### src/rtl/wb_pkg.sv
// Write-back stage shared types: result source select, FSM states,
// and load funct3 encodings.
package wb_pkg;

  typedef enum logic [1:0] {
    SEL_ALU = 2'd0,
    SEL_MEM = 2'd1,
    SEL_PC4 = 2'd2,
    SEL_CSR = 2'd3
  } wb_sel_e;

  typedef enum logic [1:0] {
    ST_EMPTY    = 2'd0,
    ST_READY    = 2'd1,
    ST_WAIT_MEM = 2'd2
  } wb_state_e;

  localparam logic [2:0] F3_LB  = 3'b000;
  localparam logic [2:0] F3_LH  = 3'b001;
  localparam logic [2:0] F3_LW  = 3'b010;
  localparam logic [2:0] F3_LD  = 3'b011;
  localparam logic [2:0] F3_LBU = 3'b100;
  localparam logic [2:0] F3_LHU = 3'b101;
  localparam logic [2:0] F3_LWU = 3'b110;

endpackage

### src/rtl/wb_if.sv
// Write-back stage bundle: upstream handshake, load response,
// flush, register-file write port and retire information.
interface wb_if #(
  parameter int XLEN = 32,
  parameter int NREG = 32
);
  localparam int RW = $clog2(NREG);
  localparam int AW = $clog2(XLEN / 8);

  logic            in_valid;
  logic            in_ready;
  logic [1:0]      in_wb_sel;
  logic [XLEN-1:0] in_alu_result;
  logic [XLEN-1:0] in_pc_plus4;
  logic [XLEN-1:0] in_csr_rdata;
  logic [2:0]      in_load_funct3;
  logic [AW-1:0]   in_addr_lo;
  logic [RW-1:0]   in_rd;
  logic            in_reg_write;
  logic            mem_rvalid;
  logic [XLEN-1:0] mem_rdata;
  logic            flush;
  logic            rf_we;
  logic [RW-1:0]   rf_waddr;
  logic [XLEN-1:0] rf_wdata;
  logic            retire_valid;
  logic [63:0]     instret;

  modport master (
    output in_valid, in_wb_sel, in_alu_result,
    output in_pc_plus4, in_csr_rdata,
    output in_load_funct3, in_addr_lo,
    output in_rd, in_reg_write,
    output mem_rvalid, mem_rdata, flush,
    input  in_ready, rf_we, rf_waddr, rf_wdata,
    input  retire_valid, instret
  );

  modport slave (
    input  in_valid, in_wb_sel, in_alu_result,
    input  in_pc_plus4, in_csr_rdata,
    input  in_load_funct3, in_addr_lo,
    input  in_rd, in_reg_write,
    input  mem_rvalid, mem_rdata, flush,
    output in_ready, rf_we, rf_waddr, rf_wdata,
    output retire_valid, instret
  );

endinterface

### src/rtl/wb_load_align.sv
// Load data lane select and size/sign extension.
module wb_load_align
  import wb_pkg::*;
#(
  parameter int XLEN = 32,
  parameter int AW   = $clog2(XLEN / 8)
) (
  input  logic [2:0]      i_funct3,
  input  logic [AW-1:0]   i_addr_lo,
  input  logic [XLEN-1:0] i_rdata,
  output logic [XLEN-1:0] o_data
);

  logic [XLEN-1:0] w_sh;
  logic [63:0]     w_s;
  logic [63:0]     w_ext;

  assign w_sh = i_rdata >> {i_addr_lo, 3'b000};
  assign w_s  = 64'(w_sh);

  // Build at 64 bits and truncate, so XLEN=32 needs no special case.
  always_comb begin
    w_ext = w_s;
    unique case (i_funct3)
      F3_LB:   w_ext = {{56{w_s[7]}}, w_s[7:0]};
      F3_LH:   w_ext = {{48{w_s[15]}}, w_s[15:0]};
      F3_LW:   w_ext = {{32{w_s[31]}}, w_s[31:0]};
      F3_LD:   w_ext = w_s;
      F3_LBU:  w_ext = {56'd0, w_s[7:0]};
      F3_LHU:  w_ext = {48'd0, w_s[15:0]};
      F3_LWU:  w_ext = {32'd0, w_s[31:0]};
      default: w_ext = w_s;
    endcase
  end

  assign o_data = w_ext[XLEN-1:0];

endmodule

### src/rtl/wb_stage.sv
// Single-entry write-back stage: result select, load alignment,
// register-file write and instret counting.
module wb_stage
  import wb_pkg::*;
#(
  parameter int XLEN = 32,
  parameter int NREG = 32
) (
  input logic clk,
  input logic rst,
  wb_if.slave bus
);
  localparam int RW = $clog2(NREG);
  localparam int AW = $clog2(XLEN / 8);

  wb_state_e       r_state;
  wb_state_e       w_nstate;
  wb_sel_e         r_sel;
  logic [RW-1:0]   r_rd;
  logic            r_rw;
  logic [XLEN-1:0] r_alu;
  logic [XLEN-1:0] r_pc4;
  logic [XLEN-1:0] r_csr;
  logic [2:0]      r_f3;
  logic [AW-1:0]   r_lo;
  logic [63:0]     r_instret;

  logic            w_commit;
  logic            w_capture;
  logic [XLEN-1:0] w_load;
  logic [XLEN-1:0] w_wdata;

  assign w_commit = !rst && !bus.flush &&
    ((r_state == ST_READY) ||
     (r_state == ST_WAIT_MEM && bus.mem_rvalid));

  assign bus.in_ready = !rst && !bus.flush &&
    ((r_state == ST_EMPTY) || w_commit);

  assign w_capture = bus.in_valid && bus.in_ready;

  always_comb begin
    w_nstate = r_state;
    if (bus.flush)
      w_nstate = ST_EMPTY;
    else if (w_capture)
      w_nstate = (wb_sel_e'(bus.in_wb_sel) == SEL_MEM) ?
        ST_WAIT_MEM : ST_READY;
    else if (w_commit)
      w_nstate = ST_EMPTY;
  end

  always_ff @(posedge clk) begin
    if (rst) begin
      r_state   <= ST_EMPTY;
      r_instret <= 64'd0;
    end else begin
      r_state <= w_nstate;
      if (w_commit)
        r_instret <= r_instret + 64'd1;
    end
  end

  // Entry payload needs no reset; validity lives in r_state.
  always_ff @(posedge clk) begin
    if (w_capture) begin
      r_sel <= wb_sel_e'(bus.in_wb_sel);
      r_rd  <= bus.in_rd;
      r_rw  <= bus.in_reg_write;
      r_alu <= bus.in_alu_result;
      r_pc4 <= bus.in_pc_plus4;
      r_csr <= bus.in_csr_rdata;
      r_f3  <= bus.in_load_funct3;
      r_lo  <= bus.in_addr_lo;
    end
  end

  wb_load_align #(.XLEN(XLEN), .AW(AW)) u_align (
    .i_funct3  (r_f3),
    .i_addr_lo (r_lo),
    .i_rdata   (bus.mem_rdata),
    .o_data    (w_load)
  );

  always_comb begin
    w_wdata = r_alu;
    unique case (r_sel)
      SEL_ALU: w_wdata = r_alu;
      SEL_MEM: w_wdata = w_load;
      SEL_PC4: w_wdata = r_pc4;
      SEL_CSR: w_wdata = r_csr;
      default: w_wdata = r_alu;
    endcase
  end

  assign bus.rf_we        = w_commit && r_rw && (r_rd != '0);
  assign bus.rf_waddr     = r_rd;
  assign bus.rf_wdata     = w_wdata;
  assign bus.retire_valid = w_commit;
  assign bus.instret      = r_instret;

endmodule
### src/flat_wrapper.sv
// flat-port wrapper written by rule: the top's interface ports become plain ports
module wb_stage_flat import wb_pkg::*;
#(
  parameter int XLEN = 32,
  parameter int NREG = 32
)
  (clk, rst, bus_in_valid, bus_in_wb_sel, bus_in_alu_result, bus_in_pc_plus4, bus_in_csr_rdata, bus_in_load_funct3, bus_in_addr_lo, bus_in_rd, bus_in_reg_write, bus_mem_rvalid, bus_mem_rdata, bus_flush, bus_in_ready, bus_rf_we, bus_rf_waddr, bus_rf_wdata, bus_retire_valid, bus_instret);
  wb_if #(.XLEN(XLEN), .NREG(NREG)) bus_i ();
  input logic clk;
  input logic rst;
  input wire logic [$bits(bus_i.in_valid)-1:0] bus_in_valid;
  input wire logic [$bits(bus_i.in_wb_sel)-1:0] bus_in_wb_sel;
  input wire logic [$bits(bus_i.in_alu_result)-1:0] bus_in_alu_result;
  input wire logic [$bits(bus_i.in_pc_plus4)-1:0] bus_in_pc_plus4;
  input wire logic [$bits(bus_i.in_csr_rdata)-1:0] bus_in_csr_rdata;
  input wire logic [$bits(bus_i.in_load_funct3)-1:0] bus_in_load_funct3;
  input wire logic [$bits(bus_i.in_addr_lo)-1:0] bus_in_addr_lo;
  input wire logic [$bits(bus_i.in_rd)-1:0] bus_in_rd;
  input wire logic [$bits(bus_i.in_reg_write)-1:0] bus_in_reg_write;
  input wire logic [$bits(bus_i.mem_rvalid)-1:0] bus_mem_rvalid;
  input wire logic [$bits(bus_i.mem_rdata)-1:0] bus_mem_rdata;
  input wire logic [$bits(bus_i.flush)-1:0] bus_flush;
  output wire logic [$bits(bus_i.in_ready)-1:0] bus_in_ready;
  output wire logic [$bits(bus_i.rf_we)-1:0] bus_rf_we;
  output wire logic [$bits(bus_i.rf_waddr)-1:0] bus_rf_waddr;
  output wire logic [$bits(bus_i.rf_wdata)-1:0] bus_rf_wdata;
  output wire logic [$bits(bus_i.retire_valid)-1:0] bus_retire_valid;
  output wire logic [$bits(bus_i.instret)-1:0] bus_instret;
  assign bus_i.in_valid = bus_in_valid;
  assign bus_i.in_wb_sel = bus_in_wb_sel;
  assign bus_i.in_alu_result = bus_in_alu_result;
  assign bus_i.in_pc_plus4 = bus_in_pc_plus4;
  assign bus_i.in_csr_rdata = bus_in_csr_rdata;
  assign bus_i.in_load_funct3 = bus_in_load_funct3;
  assign bus_i.in_addr_lo = bus_in_addr_lo;
  assign bus_i.in_rd = bus_in_rd;
  assign bus_i.in_reg_write = bus_in_reg_write;
  assign bus_i.mem_rvalid = bus_mem_rvalid;
  assign bus_i.mem_rdata = bus_mem_rdata;
  assign bus_i.flush = bus_flush;
  assign bus_in_ready = bus_i.in_ready;
  assign bus_rf_we = bus_i.rf_we;
  assign bus_rf_waddr = bus_i.rf_waddr;
  assign bus_rf_wdata = bus_i.rf_wdata;
  assign bus_retire_valid = bus_i.retire_valid;
  assign bus_instret = bus_i.instret;
  wb_stage #(.XLEN(XLEN), .NREG(NREG)) u_core (.clk(clk), .rst(rst), .bus(bus_i));
endmodule
### config.mk
export PLATFORM = sky130hd
export DESIGN_NAME = wb_stage_flat
export DESIGN_NICKNAME = d
export VERILOG_FILES = /design/src/rtl/wb_pkg.sv /design/src/rtl/wb_if.sv /design/src/rtl/wb_load_align.sv /design/src/rtl/wb_stage.sv /design/src/flat_wrapper.sv
export SDC_FILE = /design/constraint.sdc
export NUM_CORES = 1
export LEC_CHECK = 0
export BUFFER_PORTS_ARGS = -buffer_cell sky130_fd_sc_hd__buf_2
export CORE_MARGIN = 3
export CORE_UTILIZATION = 47
export CTS_CLUSTER_SIZE = 40
export DETAILED_ROUTE_END_ITERATION = 8
export HOLD_SLACK_MARGIN = 0.15
export PLACE_DENSITY = 0.74
export SYNTH_ARGS = -nofsm -noshare
export SYNTH_HDL_FRONTEND = slang
export SYNTH_HIERARCHICAL = 1
export SYNTH_SLANG_ARGS = --single-unit
### constraint.sdc
create_clock -name clk -period 8.4 [get_ports clk]
set_input_delay 2.52 -clock clk [delete_from_list [all_inputs] [get_ports clk]]
set_output_delay 2.52 -clock clk [all_outputs]
set_load 0.05 [all_outputs]
# Word level (Yosys, flattened, before mapping)
# Index checks and enable logic that the tools add are counted.
# classes
n_reduce_logical,17
add_sub_neg,1
mux,5
n_shift,1
n_eq_ne,10
# op_table
operator,n
32-bit case mux with 5 select lines,1
32-bit case mux with 4 select lines,1
"64-bit by 1-bit adder with 64-bit output, second input constant",1
32-bit by 5-bit right shift with 32-bit output,1
1-bit logical AND,7
"2-bit by 1-bit equality test with 1-bit output, second input constant",3
"2-bit equality test, second input constant",3
"3-bit equality test, second input constant",2
2-bit two-way mux,3
5-bit nonzero test,1
2-bit logical NOT,2
"3-bit by 1-bit equality test with 1-bit output, second input constant",1
"3-bit by 2-bit equality test with 1-bit output, second input constant",1
3-bit logical NOT,1
1-bit logical NOT,2
1-bit logical OR,2
2-bit nonzero test,1
2-bit OR reduction,1
# word_totals
register_bits,175

# Longest topological paths before layout
# depth
ltp_word,8
ltp_mapped,8
depth_no_buf,6

# Cells and area by module
# Netlist, hierarchy kept.
# by_module_without_submodules
mod,area_each_um2,seq_area_each_um2,n_inst,cells_each
wb_stage,7319.5,4594.4,1,556
wb_load_align,694.4,0.0,1,107

# Worst setup path before layout
# OpenSTA, ideal clock, no wires.
# synth_timing
path_kind,input-to-output
start,input bus_mem_rvalid
end,output bus_rf_we
t_arrival_ns,3.914
path_buffers,2
stages,5
setup_slack_ns,1.966
cell_sequence,and3b_1 -> clkbuf_1 -> o21ai_1 -> clkbuf_1 -> nor2_1
# synth_via
elab_chain_len,5
# synth_rtl
item,line,text
start: declaration,flat_wrapper.sv:20,input wire logic [$bits(bus_i.mem_rvalid)-1:0] bus_mem_rvalid;
1-bit logical AND,wb_stage.sv:35,(r_state == ST_WAIT_MEM && bus.mem_rvalid));
1-bit logical OR,wb_stage.sv:34,((r_state == ST_READY) ||
1-bit logical AND,wb_stage.sv:33,assign w_commit = !rst && !bus.flush &&
1-bit logical AND (2 in a row),wb_stage.sv:96,assign bus.rf_we = w_commit && r_rw && (r_rd != '0);
end: declaration,flat_wrapper.sv:24,output wire logic [$bits(bus_i.rf_we)-1:0] bus_rf_we;
# No other way between the ends.

# Worst setup path after layout
# layout_timing
start,input bus_mem_rdata[23]
end,output bus_rf_wdata[23]
# layout_via
elab_chain_len,3
# layout_rtl
item,line,text
start: declaration,flat_wrapper.sv:21,input wire logic [$bits(bus_i.mem_rdata)-1:0] bus_mem_rdata;
32-bit by 5-bit right shift with 32-bit output,wb_load_align.sv:18,"assign w_sh = i_rdata >> {i_addr_lo, 3'b000};"
32-bit case mux with 5 select lines,wb_load_align.sv:24,unique case (i_funct3)
named net u_core.w_load[23],wb_stage.sv:30,logic [XLEN-1:0] w_load;
32-bit case mux with 4 select lines,wb_stage.sv:87,unique case (r_sel)
end: declaration,flat_wrapper.sv:26,output wire logic [$bits(bus_i.rf_wdata)-1:0] bus_rf_wdata;
# The timed path passes the listed nets, and every way through them passes these cells.

==> run metrics <==
status finished, final reports clean; Congestion Overflow GR 0; cells on worst reg2reg path 3; vias in the first global route between 6000 and 7000; clock share of power approximately 41%; share of layout cells above drive strength 1 36.7%; critical path type in -> out; max-slew violations 0; sequential element share of the synthesized area ~57%; CTS tree yes; cells resized by post-CTS repair 0; Final Skew between 10 and 15 ps; WL/cell roughly 19 um; Int Pwr approximately 1400 uW; CP max stage cell o211ai_2; maximum VDD drop approximately 0.13 mV; Initial Utilization between 40 and 50%; Mapped Area around 8000 sq um; Placed Area roughly 9500 sq um; layout net count approximately 1100; Setup crit start bus_mem_rdata[23]; Hold Crit Class reg -> reg; critical path data required time a little under 6000 ps; synthesis-stage register bit count ~180; setup_tns 0 ps; maxcap violations 0; reg2reg end u_core/r_pc4[3]; Num CTS Buffers 17; delay-heaviest family, CP compound AO/OA/AOI/OAI gates; routed wire length 22000 um; mean post-synth cell area roughly 12 sq um; Layout Cell Area excl Fill approximately 10000 sq um; combinational power share 8.0%; final worst-path cycle share between 80% and 90%; Yosys top cell area share 40.8%; Area Overhead vs Synth 25.2%; Synth Flop Type edfxtp_1; Final min period between 7000 and 8000 ps; row cnt between 40 and 50; P_leak 0.00380 uW; Mapped Cells about 660; crit-path max FO 16; Worst Tran Pin Value ~880 ps; port bufs 249; Crit path depth 7; Post-Syn Nets 810; H-tree levels 4; commonest non-fill, non-tap cell in the layout buf_2; Crit path arrival time around 4600 ps; Worst-Skew Late Latency 420 ps; asr flop ratio synth 0%; Placer Congestion between 0.8 and 0.9; Final Hold Vio Count 0; Buf+Inv Stages, Crit Path 2; Reg power frac 50.6%; worst setup path endpoint bus_rf_wdata[23]; Placed Instances around 1100; commonest non-fill, non-tap cells in the layout buf_2 (249), edfxtp_1 (109), dfxtp_1 (66), nor2_1 (58), nand2_1 (47); CP peak stage delay roughly 700 ps; core area 16600 sq um; Post-CTS Setup Repair Bufs 0; Sw Share a little under a quarter; CTS clk-pin slew, worst paths roughly 70 ps; final setup vio count 0; RSZ-0062 raised after global routing false; CTS Hold Bufs 0; Residual DRC 0; post-synth top area cell edfxtp_1; post-synth cell types 55; slew margin rel. between 30% and 40%; PwrDens between 150 and 200 nW/um^2; largest net degree at the start of global routing 67; Worst setup EP type output port; reg2reg setup slack approximately 5900 ps; dominant cells by area after synthesis edfxtp_1 (41%), dfxtp_1 (16%), mux4_2 (9.0%), nor2_1 (2.7%), a21oi_1 (2.6%); total track usage a little under a quarter; DIE AREA around 19000 sq um; initial antenna violation count 5; Post-synth EDFFs between 100 and 150; Clock Tree Buf Depth 2; Pwr Total 1850 uW; vias post-DR roughly 6500; r2r startpoint u_core/r_state[0]; crit path cell chain buf_2, mux2i_1, mux2i_1, o211ai_2, o21ai_0, mux4_2, buf_2; final cell count without fillers roughly 1100; Filler Cells Inserted approximately 1400; hpwl dp around 16000 um; # IOs 250; Die Span Y roughly 140 um; DR vias/cell 5.70; crit path launch type input pin; die width around 140 um; switching pwr around 420 uW; top achievable clock speed ~140 MHz; clock root buffer clkbuf_16; hold path cells 2; first-pass GRT wire length 32800 um; Yosys Warn Count 6; clock sink total approximately 180; 1st-iter DRT viols roughly 510; antenna viol nets, final 0; DRT Pass-1 Iters 5
==> synthesized netlist by cell type, types with 2 or more instances <==
cell	number
buf_2	2
o41ai_1	2
nor2_1	58
nand2b_1	3
clkbuf_1	22
xnor2_1	19
buf_1	5
nand3b_1	4
o2111ai_1	2
edfxtp_1	109
xor2_1	12
buf_4	2
and4_1	5
mux2i_1	20
and3_1	7
buf_6	2
inv_1	11
o21ai_0	26
nor3_1	12
or3_1	20
a211oi_1	14
nor4_1	14
or4_1	11
nand3_1	19
or2_2	4
nor2b_1	11
o31ai_1	9
nand2_1	47
a31o_2	2
and2_1	3
mux4_2	32
a21oi_1	41
dfxtp_1	66
nand4_1	25
o21ai_2	2
==> per-layer routing <==
layer | track usage, % | wire [um] | vias up | share of wire (%)
li1 | - | - | 3038 | -
met1 | 29.5 | 8670 | 3060 | 39
met2 | 36.9 | 10500 | 358 | 48
met3 | 7.17 | 2310 | 49 | 10
met4 | 7.22 | 518 | 4 | 2.4
met5 | 0 | 34 | - | 0.15
==> area by class of cell <==
type	instances	area, sq um	area share (%)
Sequential cell	175	4590	45.8
Multi-Input combinational cell	444	3230	32.2
Timing Repair Buffer	258	1310	13.1
Clock buffer	19	433	4.31
Tap cell	220	275	2.74
Clock inverter	12	136	1.36
Inverter	11	41.3	0.411
Antenna cell	3	7.51	0.0748
==> flip-flops by register name, summed over array words and instances, names as in the netlist <==
name	count
u_core/bus.rf_waddr	5
u_core/bus.instret	64
u_core/r_csr	32
u_core/r_sel	2
u_core/r_f3	3
u_core/r_state	2
u_core/r_lo	2
u_core/r_rw	1
u_core/r_pc4	32
u_core/r_alu	32
==> cells by family after synthesis <==
logic type | share of synthesized area [%]
XOR/XNOR | 3.39
AO/OA/AOI/OAI | 8.10
adder cells (fa/ha/maj) | 0.156
flip-flops | 57.3
buffers and inverters | 2.37
AND/OR/NAND/NOR | 17.0
multiplexers | 11.6
==> worst register-to-register path, stage by stage (launching register included) <==
cell	delay [ps]
dfxtp_1	350
o21ai_0	370
and3_4	770
buf_4	660
==> power groups by stage <==
stage                     Clock, uW  Sequential, uW  Combinational (uW)
after global routing            819             937                 158
after floorplan                   0             957                85.9
after CTS                       784             936                 148
after global placement            0             955                 145
final                           765             936                 148
after detailed placement          0             955                 147
==> how the worst min path moves through the flow <==
stage	from	end	slack (ps)
floorplan	u_core/r_state[1]	u_core/r_state[0]	470
global placement	u_core/bus.instret[63]	u_core/bus.instret[63]	460
detailed placement	u_core/bus.instret[63]	u_core/bus.instret[63]	480
CTS	u_core/bus.instret[63]	u_core/bus.instret[63]	490
global route	u_core/bus.instret[63]	u_core/bus.instret[63]	520
finish	u_core/bus.instret[63]	u_core/bus.instret[63]	480
==> stage by stage <==
stage,hold slack [ps],setup WS (ps),util (%)
detailed placement,476,1380,56.8
CTS,486,1380,60.3
global placement,461,1460,56.8
global route,523,1180,60.3
floorplan,467,1970,-
finish,484,1280,60.3
Note: power is estimated with default switching activity, not from simulation.
